[src/rtl/pipe_stage_reg.sv]
// Pipeline stage register: valid/ready handshake with a one-entry skid buffer, flush, and
// control zeroing on bubbles. Optional saturating stall counter enabled by STALL_CNT_EN.
module pipe_stage_reg #(
  parameter int unsigned DATA_W = 32,
  parameter int unsigned CTRL_W = 4
`ifdef STALL_CNT_EN
  ,
  parameter int unsigned CNT_W  = 16
`endif
) (
  input  logic              clk,
  input  logic              rst_n,
  input  logic              in_valid,
  output logic              in_ready,
  input  logic [DATA_W-1:0] in_data,
  input  logic [CTRL_W-1:0] in_ctrl,
  input  logic              flush,
  output logic              out_valid,
  input  logic              out_ready,
  output logic [DATA_W-1:0] out_data,
  output logic [CTRL_W-1:0] out_ctrl
`ifdef STALL_CNT_EN
  ,
  output logic [CNT_W-1:0]  stall_cnt
`endif
);

  logic              r_main_valid;
  logic              r_skid_valid;
  logic [DATA_W-1:0] r_main_data;
  logic [CTRL_W-1:0] r_main_ctrl;
  logic [DATA_W-1:0] r_skid_data;
  logic [CTRL_W-1:0] r_skid_ctrl;
  logic              r_in_ready;

  logic              w_accept;
  logic              w_deliver;
  logic              w_main_valid_d;
  logic              w_skid_valid_d;
  logic [DATA_W-1:0] w_main_data_d;
  logic [CTRL_W-1:0] w_main_ctrl_d;
  logic [DATA_W-1:0] w_skid_data_d;
  logic [CTRL_W-1:0] w_skid_ctrl_d;

  assign w_accept  = in_valid & r_in_ready;
  assign w_deliver = r_main_valid & out_ready;

  // Occupancy is encoded by the two valid bits: EMPTY, ONE (main), TWO (main + skid).
  always_comb begin
    w_main_valid_d = r_main_valid;
    w_skid_valid_d = r_skid_valid;
    w_main_data_d  = r_main_data;
    w_main_ctrl_d  = r_main_ctrl;
    w_skid_data_d  = r_skid_data;
    w_skid_ctrl_d  = r_skid_ctrl;
    if (flush) begin
      w_main_valid_d = 1'b0;
      w_skid_valid_d = 1'b0;
    end else if (r_skid_valid) begin
      if (w_deliver) begin
        w_main_data_d  = r_skid_data;
        w_main_ctrl_d  = r_skid_ctrl;
        w_skid_valid_d = 1'b0;
      end
    end else if (r_main_valid) begin
      if (w_accept && w_deliver) begin
        w_main_data_d = in_data;
        w_main_ctrl_d = in_ctrl;
      end else if (w_accept) begin
        w_skid_data_d  = in_data;
        w_skid_ctrl_d  = in_ctrl;
        w_skid_valid_d = 1'b1;
      end else if (w_deliver) begin
        w_main_valid_d = 1'b0;
      end
    end else if (w_accept) begin
      w_main_data_d  = in_data;
      w_main_ctrl_d  = in_ctrl;
      w_main_valid_d = 1'b1;
    end
  end

  always_ff @(posedge clk or negedge rst_n) begin
    if (!rst_n) begin
      r_main_valid <= 1'b0;
      r_skid_valid <= 1'b0;
      r_main_data  <= '0;
      r_main_ctrl  <= '0;
      r_skid_data  <= '0;
      r_skid_ctrl  <= '0;
      r_in_ready   <= 1'b1;
    end else begin
      r_main_valid <= w_main_valid_d;
      r_skid_valid <= w_skid_valid_d;
      r_main_data  <= w_main_data_d;
      r_main_ctrl  <= w_main_ctrl_d;
      r_skid_data  <= w_skid_data_d;
      r_skid_ctrl  <= w_skid_ctrl_d;
      // Ready is the complement of the next skid state, so it never depends on out_ready.
      r_in_ready   <= ~w_skid_valid_d;
    end
  end

  assign in_ready  = r_in_ready;
  assign out_valid = r_main_valid;
  assign out_data  = r_main_data;
  assign out_ctrl  = r_main_valid ? r_main_ctrl : '0;

`ifdef STALL_CNT_EN
  logic [CNT_W-1:0] r_stall_cnt;

  always_ff @(posedge clk or negedge rst_n) begin
    if (!rst_n) begin
      r_stall_cnt <= '0;
    end else if (r_main_valid && !out_ready && !flush && (r_stall_cnt != {CNT_W{1'b1}})) begin
      r_stall_cnt <= r_stall_cnt + CNT_W'(1);
    end
  end

  assign stall_cnt = r_stall_cnt;
`else
  // Stall counter not built.
`endif

endmodule

[config.mk]
export PLATFORM = sky130hd
export DESIGN_NAME = pipe_stage_reg
export DESIGN_NICKNAME = d
export VERILOG_FILES = /design/src/rtl/pipe_stage_reg.sv
export SDC_FILE = /design/constraint.sdc
export NUM_CORES = 1
export LEC_CHECK = 0
export BUFFER_PORTS_ARGS = -buffer_cell sky130_fd_sc_hd__clkbuf_2
export CAP_MARGIN = 20
export CORE_UTILIZATION = 35
export DETAILED_ROUTE_END_ITERATION = 8
export SYNTH_ARGS = -nofsm -noshare
export SYNTH_HDL_FRONTEND = slang
export SYNTH_SLANG_ARGS = --single-unit
[constraint.sdc]
create_clock -name clk -period 1.99 [get_ports clk]
set_input_delay 0.2985 -clock clk [delete_from_list [all_inputs] [get_ports clk]]
set_output_delay 0.2985 -clock clk [all_outputs]
set_load 0.05 [all_outputs]
# ---- Word level (Yosys, flattened, before mapping)
# Cells that the tools add are included.
dict set report word_totals {
  register_bits 75
  latchBits 0
  ram_bits 0
  romBits 0
  input_bits 41
  output_inout_bits 38
  wordCells 42
  n_memories 0
}
dict set report op_classes {
  add_sub_neg 0
  n_mul 0
  div_mod_pow 0
  n_lt_le_gt_ge 0
  n_eq_ne 3
  shift 0
  n_mux 22
  bitwise 6
  n_reduce_logical 4
}
# op n
set op_table {}
lappend op_table {{2-to-1 mux 32 bit} 5}
lappend op_table {{2-to-1 mux 4 bit} 6}
lappend op_table {{2-to-1 mux 1 bit} 11}
lappend op_table {{AND reduction 5 bit} 1}
lappend op_table {{inverter 1 bit} 4}
lappend op_table {{AND reduction 4 bit} 1}
lappend op_table {{inequality test 3 x 1 -> 1 bit, second input constant} 1}
lappend op_table {{nonzero test 3 bit} 1}
lappend op_table {{AND 1 bit} 2}
lappend op_table {{inequality test 2 x 1 -> 1 bit, second input constant} 1}
lappend op_table {{inequality test 2 bit, second input constant} 1}
lappend op_table {{logical AND 1 bit} 1}

# ---- Logic depth before layout (Yosys ltp)
# Gate-level depths: netlist of run 1.
dict set report logic_depth {
  depth_word 7
  mapped_depth 5
  mapped_depth_nobuf 3
}

# ---- Worst setup path before layout of run 1
# OpenSTA, ideal clock, no wires.
dict set report synth_timing {
  path_type {register to register}
  from {register r_main_valid, in the netlist out_valid}
  to {register r_main_data[0], in the netlist out_data[0]}
  setup_time_ps 125
  arrival_ps 1990
  t_required_ps 1865
  path_slack_ps -125
  path_stages_with_launch 6
  n_path_buf 2
  synth_period_minus_slack_ps 2115
  cell_sequence {dfrtp_1 > buf_2 > nand2_1 > a221oi_4 > buf_2 > mux2_2}
}
dict set report synth_between {
  elab_chain_len 4
  word_cells_on_any_way 8
  cone_classes {eq/ne (2); mux (2); bitwise (1); reduce/logical (3)}
}
# element line
set synth_rtl {}
lappend synth_rtl {{from (decl)} 28} ;# logic r_main_valid;
lappend synth_rtl {{from (signal assigned)} 93} ;# r_main_valid <= w_main_valid_d;
lappend synth_rtl {{AND 1 bit} 46} ;# assign w_deliver = r_main_valid & out_ready;
lappend synth_rtl {{logical AND 1 bit} 66} ;# if (w_accept && w_deliver) begin
lappend synth_rtl {{inequality test 3 x 1 -> 1 bit (no source line)} --}
lappend synth_rtl {{AND reduction 4 bit (no source line)} --}
lappend synth_rtl {{to (signal assigned)} 95} ;# r_main_data <= w_main_data_d;
lappend synth_rtl {{to (decl)} 30} ;# logic [DATA_W-1:0] r_main_data;
# Several ways; a longest one is shown, not always the timed one.
# A chain may end at the register's enable or synchronous reset.

# ---- Worst setup path in the final report of run 1
dict set report layout_timing {
  from {register r_in_ready, in the netlist in_ready}
  to {register r_skid_data[8]}
}
dict set report layout_between {
  elab_chain_len 4
}
# element line
set layout_rtl {}
lappend layout_rtl {{from (decl)} 34} ;# logic r_in_ready;
lappend layout_rtl {{from (signal assigned)} 100} ;# r_in_ready <= ~w_skid_valid_d;
lappend layout_rtl {{AND 1 bit *} 45} ;# assign w_accept = in_valid & r_in_ready;
lappend layout_rtl {{logical AND 1 bit} 66}
lappend layout_rtl {{inverter 1 bit (no source line)} --}
lappend layout_rtl {{AND reduction 5 bit (no source line) *} --}
lappend layout_rtl {{to (signal assigned)} 97} ;# r_skid_data <= w_skid_data_d;
lappend layout_rtl {{to (decl)} 32} ;# logic [DATA_W-1:0] r_skid_data;
# Every way passes the cells marked *; elsewhere a longest branch is shown, timed or not.

==> summary.txt, run 1 <==
Status
  • Status: complete, no violations

CTS
  • Clock Tree Root: clkbuf_8
  • Clock Path Buffers: 2
  • H-tree depth: 3
  • Clk Latency, worst-skew pair: 0.34 ns
  • CTS clk-pin slew, worst paths: 0.08 ns
  • CTS Sinks: 75
  • CTS tree: built
  • Num CTS Buffers: 9

Routing
  • Vias/cell: 4.614
  • Drt drc: 0
  • Via count: approximately 2000
  • Iter 0 DRT Violations: 22
  • ANT nets after route: 0
  • Initial DRT Pass Iterations: 4
  • Final wirelength: 6359 um
  • Drt wl/cell: 14.69 um

Timing
  • Final hold violations: 0
  • Tcrit/Tclk final: 91.07%
  • Clock period minus worst slack: 1.812 ns
  • Total negative slack: 0 ns
  • Rel. slew slack: about three fifths
  • Unrepaired setup endpoints after global routing: no
  • Fmax: 551.8 MHz
  • Worst Tran Pin Value: 0.5832 ns
  • Final setup viols: 0
  • Clock Skews: 0.009187 ns
  • Max-slew violations: 0
  • Worst hold slack: between 0.15 and 0.2 ns

Min path
  • Hold WC Path Type: input pin to register

Floorplan
  • Die area: 10120 um2
  • Core ar.: 9328 um2
  • Die H: 100.6 um
  • Initial core utilization: 36.47%
  • I/O pin count: 79
  • Die X: 100.6 um
  • # rows: 35

Synth
  • Area leader, netlist: dfrtp_1
  • Post-Synth XOR/XNOR Area: 0%
  • Largest cells by area after synthesis: dfrtp_1, mux2_2, mux2_4
  • Synth warn: 0
  • Post-Synth Adder-Cell Area: 0%
  • Post-synthesis average cell area: approximately 16 um2
  • Synth top area share: 54.43%
  • Sequential area share after synthesis: 55.20%
  • Flops & latches, synth: 75
  • Synth cell types: 20
  • Largest family of logic cells by synthesized area: multiplexers
  • Mapped Nets: between 200 and 300
  • Compound-cell area share of the yosys netlist: 1.508%
  • Synth Area in Simple Gates: under 10%
  • Post-synthesis mux area share: 39.06%
  • Mapped Area: 3402 um2
  • Cells after Synth: 209

Critical path
  • CP top delay family: simple AND/OR/NAND/NOR gates
  • CP Buf/Inv Count: 1
  • Crit. End Element: register
  • CP max FO: 11
  • CP max-delay cell: dfstp_2
  • CP startpoint kind: register
  • Worst EP arrival: 2.03 ns
  • Setup CP Type: register to register
  • Critical Path RT: 2.21 ns
  • Crit-path max cell delay: about 0.56 ns
  • Sequence of cells on the critical path: nand3b_4, or4b_4, clkbuf_16, mux2_4

Layout
  • Layout Nets: 340
  • Area Growth Syn to Fin: 24.60%
  • Layout cell share with drive strength beyond 1: 70.39%
  • # fillers: 879
  • Layout Utilization: 45.45%
  • Cell area after layout: 4239 um2
  • N_diodes: 0
  • Post-Layout Cell Count: 433

Global route
  • GRT Resource Usage Total: 13.32%
  • GRT Residual Overflow: 0
  • Global-route wire length before repair: between 10000 and 15000 um
  • Vias in the first global route: 2078
  • Pin count of the biggest net entering global routing: 45
  • Initial antenna violation count: 0

Placement
  • GP Congestion: 0.6856
  • Buffers on Ports: 78
  • Cells after DPL: just over 400
  • HPWL after DPL: a little over 4000 um
  • Area post-placement: 4014 um2

Pwr
  • Max VDD drop: 0.5592 mV
  • Power Density: 1174 nW/um2
  • Leakage power: a little over 2 nW

Run
  • Maximum capacitance violations: 0
## layout make-up
class                      instances  area (um2)  area share (%)
clock buffer                      13       138.9           3.276
clock inverter                     3       40.04          0.9445
inverter                           2       7.507          0.1771
multi-input combinational        120        1443           34.03
sequential                        75        1881           44.36
tap                              129       161.4           3.808
timing repair buffer              91       568.0           13.40
## power by group
| part | internal (mW) | switching, mW | leakage, nW |
|---|---|---|---|
| Clock | 0.578 | 0.533 | 0.0914 |
| Sequential | 1.96 | 0.209 | 0.906 |
| Combinational | 0.696 | 1.00 | 1.05 |
## placed cells by master, fill, tap and decap left out
cell type and count:
a31oi_1 1, or4b_4 1, mux2_1 2, a211o_1 1, o21ai_0 1, clkbuf_16 1, mux2_2 76, mux2_4 30
dfrtp_1 72, buf_4 6, clkbuf_1 4, nand2_1 1, bufinv_16 1, clkbuf_2 77, clkinv_2 2, clkbuf_8 9
nand3b_4 1, dlygate4sd3_1 1, a21oi_1 1, a221oi_4 1, inv_1 2, and2_1 4, buf_6 2, dfrtp_2 2
buf_12 4, dfstp_2 1
## metrics by stage
stage	setup WS [ns]	power (mW)
floorplan	-0.03160	3.481
global placement	0.03313	3.877
detailed placement	0.01114	3.906
CTS	0.002442	5.056
global route	0.08100	5.247
finish	0.1777	4.977
## final timing paths
kind	end	cells after the start	slack [ns]	from
setup / recovery	r_skid_data[8]$_DFFE_PN0P_	4	0.18	in_ready$_DFF_PN1_
hold / removal	r_skid_data[1]$_DFFE_PN0P_	2	0.20	in_data[1]
setup reg to reg	r_skid_data[8]$_DFFE_PN0P_	4	0.18	in_ready$_DFF_PN1_
hold reg to reg	out_data[30]$_DFFE_PN0P_	1	0.50	out_data[30]$_DFFE_PN0P_
max in group asynchronous	out_data[13]$_DFFE_PN0P_	3	0.90	rst_n
min in group asynchronous	r_skid_data[22]$_DFFE_PN0P_	2	0.52	rst_n
## synthesized netlist by cell type (all sizes together)
cell,n
nand3b,1
dfrtp,74
inv,2
o21ai,1
a221oi,1
mux2,108
and2,4
clkbuf,2
dfstp,1
buf,10
a211o,1
a21oi,1
or4b,1
a31oi,1
nand2,1
## sequential cells by signal (all words and copies together) (netlist names)
signal and cells:
out_data 32, r_skid_data 32, r_main_ctrl 4, r_skid_ctrl 4
in_ready 1, out_valid 1, r_skid_valid 1
## per-layer routing
metal	vias to the layer above	track usage, %	part of all wire (%)
met4	0	5.017	1.4
li1	922	-	-
met1	1016	15.80	46
met5	-	0	0
met3	10	4.300	4.7
met2	50	22.55	48
## worst reg2reg max path, cell delays in order, from the launching register on
cell and delay [ns]:
dfstp_2 0.56, nand3b_4 0.08, or4b_4 0.54, clkbuf_16 0.22, mux2_4 0.30
## kinds of logic after synthesis
kind of cell | count (synthesis)
muxes | 108
DFF | 75
buffers and inverters | 14
and+or+nand+nor | 7
AOI/OAI and AO/OA | 5
## what timing repair did
action                                 in CTS  in global routing
hold buffers                                1                  0
endpoints found under the hold margin      42                  0
buffers inserted                            0                  0
gates resized for setup                     0                  3
setup endpoints to repair                   0                 47
Power figures use the tool's default switching activity.
==> run 2, diff against run 1 <==
==> constraint.sdc (replaced) <==
create_clock -name clk -period 1.5 [get_ports clk]
set_input_delay 0.225 -clock clk [delete_from_list [all_inputs] [get_ports clk]]
set_output_delay 0.225 -clock clk [all_outputs]
set_load 0.05 [all_outputs]
==> summary.txt, run 2 (synthesized netlist as in run 1, its figures left out) <==
Status
  • Status: finished with violations
  • Violated checks: negative setup slack

Routing
  • Initial DRT Pass Iterations: 4 (unchanged)
  • Final wirelength: 7002 um (+10%)
  • Drt wl/cell: 15.81 um (+7.6%)
  • Iter 0 DRT Violations: 42 (+91%)
  • Vias/cell: 4.616 (about the same)
  • Drt drc: 0 (unchanged)
  • Via count: 2045 (+2.4%)
  • ANT nets after route: 0 (unchanged)

Run
  • Maximum capacitance violations: 0 (unchanged)

Timing
  • Worst Tran Pin Value: 0.4036 ns (-0.1796 ns)
  • Clock Skews: 0.01165 ns (+0.002461 ns)
  • Rel. slew slack: 73.10% (+12 points)
  • Unrepaired setup endpoints after global routing: yes
  • Fmax: 544.7 MHz (-1.3%)
  • Tcrit/Tclk final: 122.4% (+31 points)
  • Clock period minus worst slack: 1.836 ns (+0.02364 ns)
  • Total negative slack: -20.18 ns (-20.18 ns)
  • Final setup viols: 76 (+76)
  • Final hold violations: 0 (unchanged)
  • Max-slew violations: 0 (unchanged)
  • Final WS setup: -0.3360 ns (-0.5136 ns)

Layout
  • Storage element area: 1881 um2 (unchanged)
  • Layout Nets: 350 (+2.9%)
  • Layout cell share with drive strength beyond 1: 73.89% (+3.5 points)
  • Commonest non-fill, non-tap cell in the layout: dfrtp_1
  • N_diodes: 0 (unchanged)
  • # fillers: 821 (-6.6%)
  • Post-Layout Cell Count: 443 (+2.3%)
  • Area Growth Syn to Fin: 35.79%
  • Most frequent cells in the layout: dfrtp_1, clkbuf_2, mux2_4
  • Area of the multi-input gates: 1554 um2 (+7.7%)

CTS
  • Clk Latency, worst-skew pair: 0.34 ns (about the same)
  • Clock Path Buffers: 2 (unchanged)
  • Num CTS Buffers: 9 (unchanged)
  • CTS clk-pin slew, worst paths: 0.08 ns (about the same)
  • Clock Tree Root: clkbuf_8
  • CTS tree: built
  • H-tree depth: 3 (unchanged)
  • CTS Sinks: 75 (unchanged)

Min path
  • Hold WC Path Type: input pin to register

Pwr
  • Combinational share of power: 34.4% (+0.3 points)
  • Leakage power: 2.275 nW (+11%)
  • Switching share of power: 33.13% (-1.9 points)
  • Switch Pwr: 2.416 mW (+39%)
  • Clock power share: 25.9% (+3.6 points)
  • Total power: 7.294 mW (+47%)
  • Max VDD drop: 0.8804 mV (+57%)
  • Power Density: 1579 nW/um2 (+34%)
  • Reg power frac: 39.8% (-3.8 points)
  • Int Pwr: 4.877 mW (+51%)

Critical path
  • CP top delay family: simple AND/OR/NAND/NOR gates
  • Sequence of cells on the critical path: nand3b_4, or4b_4, buf_12, mux2_4
  • Crit-path max cell delay: 0.57 ns (about the same)
  • CP startpoint kind: register
  • CP max-delay cell: or4b_4
  • Critical Path RT: 1.71 ns (-0.50 ns)
  • Worst EP arrival: 2.05 ns (+0.02 ns)
  • CP Buf/Inv Count: 1 (unchanged)
  • Setup CP Type: register to register
  • Crit. End Element: register
  • CP max FO: 14 (+3)

Global route
  • Vias in the first global route: 2153 (+3.6%)
  • Initial antenna violation count: 0 (unchanged)
  • GRT Residual Overflow: 0 (unchanged)
  • Pin count of the biggest net entering global routing: 35 (-22%)
  • GRT Resource Usage Total: 14.41% (+1.1 points)
  • Global-route wire length before repair: 11070 um (+9.3%)

Floorplan
  • Initial core utilization: 36.47% (unchanged)
  • Die X: 100.6 um (unchanged)
  • Die H: 100.6 um (unchanged)
  • # rows: 35 (unchanged)
  • Die area: 10120 um2 (unchanged)
  • Core ar.: 9328 um2 (unchanged)
  • I/O pin count: 79 (unchanged)

Placement
  • Cells after DPL: 421 (+1.4%)
  • HPWL after DPL: 4225 um (+2.8%)
  • GP Congestion: 0.7738 (+13%)
  • Buffers on Ports: 78 (unchanged)
-- run 2: cell count changes in the layout (fill, tap and decap cells not counted), moves of 2 or more --
cell       before  now
clkbuf_1        4    1
bufinv_16       1    3
clkbuf_16       1    4
and2_4          0    4
mux2_4         30   57
and2_1          4    0
clkbuf_2       77   71
buf_6           2    9
mux2_2         76   50
-- run 2: timing repair --
action / in CTS / in global routing
hold buffers: 1 / 0
endpoints found under the setup margin: 79 / 78
buffers inserted: 3 / 1
gates cloned: 2 / 1
pin swaps: 1 / 1
endpoints found under the hold margin: 26 / 0
gates resized for setup: 36 / 28
-- run 2: final timing paths --
kind | start | to | slack [ns] | cells after the start
min in group asynchronous | rst_n | out_data[24]$_DFFE_PN0P_ | 0.37 | 2
min | in_data[27] | r_skid_data[27]$_DFFE_PN0P_ | 0.13 | 2
min reg2reg | out_data[6]$_DFFE_PN0P_ | out_data[6]$_DFFE_PN0P_ | 0.50 | 1
max | in_ready$_DFF_PN1_ | r_skid_data[15]$_DFFE_PN0P_ | -0.34 | 4
max in group asynchronous | rst_n | in_ready$_DFF_PN1_ | 0.55 | 3
max reg2reg | in_ready$_DFF_PN1_ | r_skid_data[15]$_DFFE_PN0P_ | -0.34 | 4
-- run 2: metrics by stage --
step | setup WS (ns) | hold WS [ns] | util (%) | area [um2]
CTS | -0.3320 | 0.1079 | 48.52 | 4526
detailed placement | -0.4776 | 0.1861 | 43.38 | 4046
floorplan | -0.5216 | -0.07059 | - | 3426
global placement | -0.4359 | 0.1815 | 43.38 | 4046
finish | -0.3360 | 0.1294 | 49.52 | 4619
global route | -0.3781 | 0.1148 | 49.52 | 4619
-- run 2: power groups by stage --
stage                     combinational (mW)  clock [mW]  sequential (mW)
after floorplan                        0.907           0             3.72
after global placement                  2.24           0             2.90
after detailed placement                2.28           0             2.91
after CTS                               2.42        1.94             2.89
after global routing                    2.64        2.03             2.97
final                                   2.51        1.89             2.90
-- run 2: per-layer routing --
metal	share of wire [%]	wire (um)	global-route usage [%]	up-vias
met4	1.3	88	6.020	0
li1	-	-	-	953
met2	45	3176	22.60	53
met1	50	3479	19.32	1030
met3	3.7	258	3.121	9
met5	0	0	0	-
-- run 2: worst reg2reg max path, delay by kind of cell, from the launching register on --
family                 cells  cell delay, ns
muxes                      1            0.31
DFF                        1            0.56
and+or+nand+nor            2            0.65
buffers and inverters      1            0.20
-- run 2: final cells by class --
class                   instances  area share (%)
flip-flops and latches         75           40.71
multi-input cells             120           33.64
inverters                       2          0.1625
clock inverters                 5           2.167
well taps                     129           3.494
repair buffers                101           16.77
clock buffers                  11           3.061
==> run 3, diff against run 2 <==
--- a/config.mk
+++ b/config.mk
@@ -7,6 +7,7 @@
 export LEC_CHECK = 0
 export BUFFER_PORTS_ARGS = -buffer_cell sky130_fd_sc_hd__clkbuf_2
 export CAP_MARGIN = 20
+export CORE_MARGIN = 4
 export CORE_UTILIZATION = 35
 export DETAILED_ROUTE_END_ITERATION = 8
 export SYNTH_ARGS = -nofsm -noshare
==> constraint.sdc (replaced) <==
create_clock -name clk -period 1.5 [get_ports clk]
set_input_delay 0.45 -clock clk [delete_from_list [all_inputs] [get_ports clk]]
set_output_delay 0.45 -clock clk [all_outputs]
set_load 0.05 [all_outputs]
==> summary.txt, run 3 (synthesized netlist as in run 1, its figures left out) <==
Routing
  • Vias/cell: 4.611 (-0.11%)
  • Drt drc: 0 (unchanged)
  • Iter 0 DRT Violations: 38 (-9.5%)
  • ANT nets after route: 0 (unchanged)
  • Drt wl/cell: 16.38 um (+3.6%)
  • Via count: 2029 (-0.78%)
  • Final wirelength: 7206 um (+2.9%)
  • Initial DRT Pass Iterations: 3 (-1)

CTS
  • H-tree depth: 3 (unchanged)
  • Hold-fix buffers, CTS: 0 (-1)
  • CTS clk-pin slew, worst paths: 0.08 ns (about the same)
  • Clock Tree Root: clkbuf_8
  • Clk Latency, worst-skew pair: 0.34 ns (about the same)
  • Num CTS Buffers: 9 (unchanged)
  • Clock Path Buffers: 2 (unchanged)
  • CTS Sinks: 75 (unchanged)
  • CTS tree: built

Layout
  • Most frequent cells in the layout: dfrtp_1, clkbuf_2, mux2_4
  • Area of the multi-input gates: 1588 um2 (+2.2%)
  • Area Growth Syn to Fin: 36.85%
  • Post-Layout Cell Count: 440 (-0.68%)
  • # fillers: 863 (+5.1%)
  • Layout cell share with drive strength beyond 1: 74.28% (+0.39 points)
  • Storage element area: 1881 um2 (unchanged)
  • N_diodes: 0 (unchanged)
  • Commonest non-fill, non-tap cell in the layout: dfrtp_1
  • Layout Nets: 347 (-0.86%)

Run
  • Maximum capacitance violations: 0 (unchanged)

Timing
  • Final hold violations: 0 (unchanged)
  • Unrepaired setup endpoints after global routing: yes
  • Clock Skews: 0.007970 ns (-0.003678 ns)
  • Rel. slew slack: 76.94% (+3.8 points)
  • Worst Tran Pin Value: 0.3459 ns (-0.05761 ns)
  • Fmax: 546.8 MHz (+0.40%)
  • Tcrit/Tclk final: 121.9% (-0.49 points)
  • Clock period minus worst slack: 1.829 ns (-0.007306 ns)
  • Final WS setup: -0.3287 ns (+0.007306 ns)
  • Max-slew violations: 0 (unchanged)
  • Final setup viols: 78 (+2.6%)

Global route
  • GRT Residual Overflow: 0 (unchanged)
  • GRT Resource Usage Total: 12.82% (-1.6 points)
  • Global-route wire length before repair: 11460 um (+3.6%)
  • Pin count of the biggest net entering global routing: 30 (-14%)
  • Vias in the first global route: 2210 (+2.6%)
  • Initial antenna violation count: 0 (unchanged)

Pwr
  • Leakage power: 2.297 nW (+0.99%)
  • Total power: 7.207 mW (-1.2%)
  • Power Density: 1548 nW/um2 (-2.0%)
  • Max VDD drop: 0.7740 mV (-12%)

Critical path
  • Crit. End Element: register
  • Setup CP Type: register to register
  • CP top delay family: simple AND/OR/NAND/NOR gates
  • CP max-delay cell: dfstp_2
  • CP startpoint kind: register
  • Sequence of cells on the critical path: nand3b_4, or4b_4, buf_12, mux2_4
  • Worst EP arrival: 2.05 ns (about the same)
  • Critical Path RT: 1.72 ns (about the same)
  • Crit-path max cell delay: 0.56 ns (about the same)
  • CP Buf/Inv Count: 1 (unchanged)
  • CP max FO: 18 (+4)

Placement
  • GP Congestion: 0.6481 (-16%)
  • Pre-CTS setup slack: -0.4897 ns (-0.01208 ns)
  • Buffers on Ports: 78 (unchanged)
  • HPWL after DPL: 4247 um (+0.51%)
  • Cells after DPL: 417 (-0.95%)

Floorplan
  • I/O pin count: 79 (unchanged)
  • Core ar.: 9371 um2 (+0.47%)
  • Die H: 106.6 um (+6.0%)
  • Die X: 106.6 um (+6.0%)
  • Initial core utilization: 36.30% (-0.17 points)
  • # rows: 35 (unchanged)
  • Die area: 11360 um2 (+12%)

Min path
  • Hold WC Path Type: input pin to async pin

Status
  • Violated checks: negative setup slack
  • Status: finished with violations
==> run 3: cell types whose count changed in the layout (fill, tap and decap cells not counted), moves of 2 or more <==
cell	before	now
clkbuf_2	71	69
mux2_4	57	66
mux2_2	50	42
clkbuf_16	4	6
buf_6	9	7
==> run 3: final timing paths <==
kind | slack (ns) | end | cells past startpoint | startpoint
min | 0.01 | r_skid_data[21]$_DFFE_PN0P_ | 1 | rst_n
max reg2reg | -0.33 | r_skid_data[12]$_DFFE_PN0P_ | 4 | in_ready$_DFF_PN1_
min in group clk | 0.35 | r_skid_data[18]$_DFFE_PN0P_ | 2 | in_data[18]
min reg2reg | 0.51 | r_skid_data[6]$_DFFE_PN0P_ | 1 | r_skid_data[6]$_DFFE_PN0P_
max | -0.33 | r_skid_data[12]$_DFFE_PN0P_ | 4 | in_ready$_DFF_PN1_
max in group asynchronous | 1.02 | out_data[17]$_DFFE_PN0P_ | 2 | rst_n
==> run 3: routing by layer <==
layer | up-vias | share of wire, % | track usage, %
met3 | 10 | 5.3 | 4.094
li1 | 940 | - | -
met4 | 0 | 1.3 | 4.110
met5 | - | 0 | 0
met1 | 1025 | 47 | 16.67
met2 | 54 | 46 | 20.37
==> run 3: layout make-up <==
cell class / instances / area share, %
flip-flops and latches: 75 / 40.39
multi-input cells: 120 / 34.10
repair buffers: 98 / 17.17
well taps: 129 / 3.467
clock buffers: 11 / 3.037
clock inverters: 5 / 1.666
inverters: 2 / 0.1612
==> run 3: stage by stage <==
stage	hold WS, ns	TNS, ns	cell area, um2	utilization [%]
2_1_floorplan	0.1544	-32.44	3431	-
3_3_place_gp	0.3794	-27.84	4046	43.18
3_5_place_dp	0.3791	-28.14	4046	43.18
4_1_cts	0.003533	-22.51	4536	48.40
5_1_grt	0.01941	-26.68	4656	49.68
6_report	0.01374	-22.62	4656	49.68
==> run 3: repair_timing <==
item | CTS | global route
buffers inserted | 3 | 1
resized for setup | 44 | 26
pin swaps | 0 | 1
cloned | 2 | 1
endpoints found under the setup margin | 78 | 80
==> run 3: power breakdown <==
group	internal (mW)	leakage, nW	switching (mW)	total (mW)
registers	2.60	0.906	0.307	2.91
logic	1.19	1.28	1.39	2.58
clock network	0.978	0.109	0.744	1.72
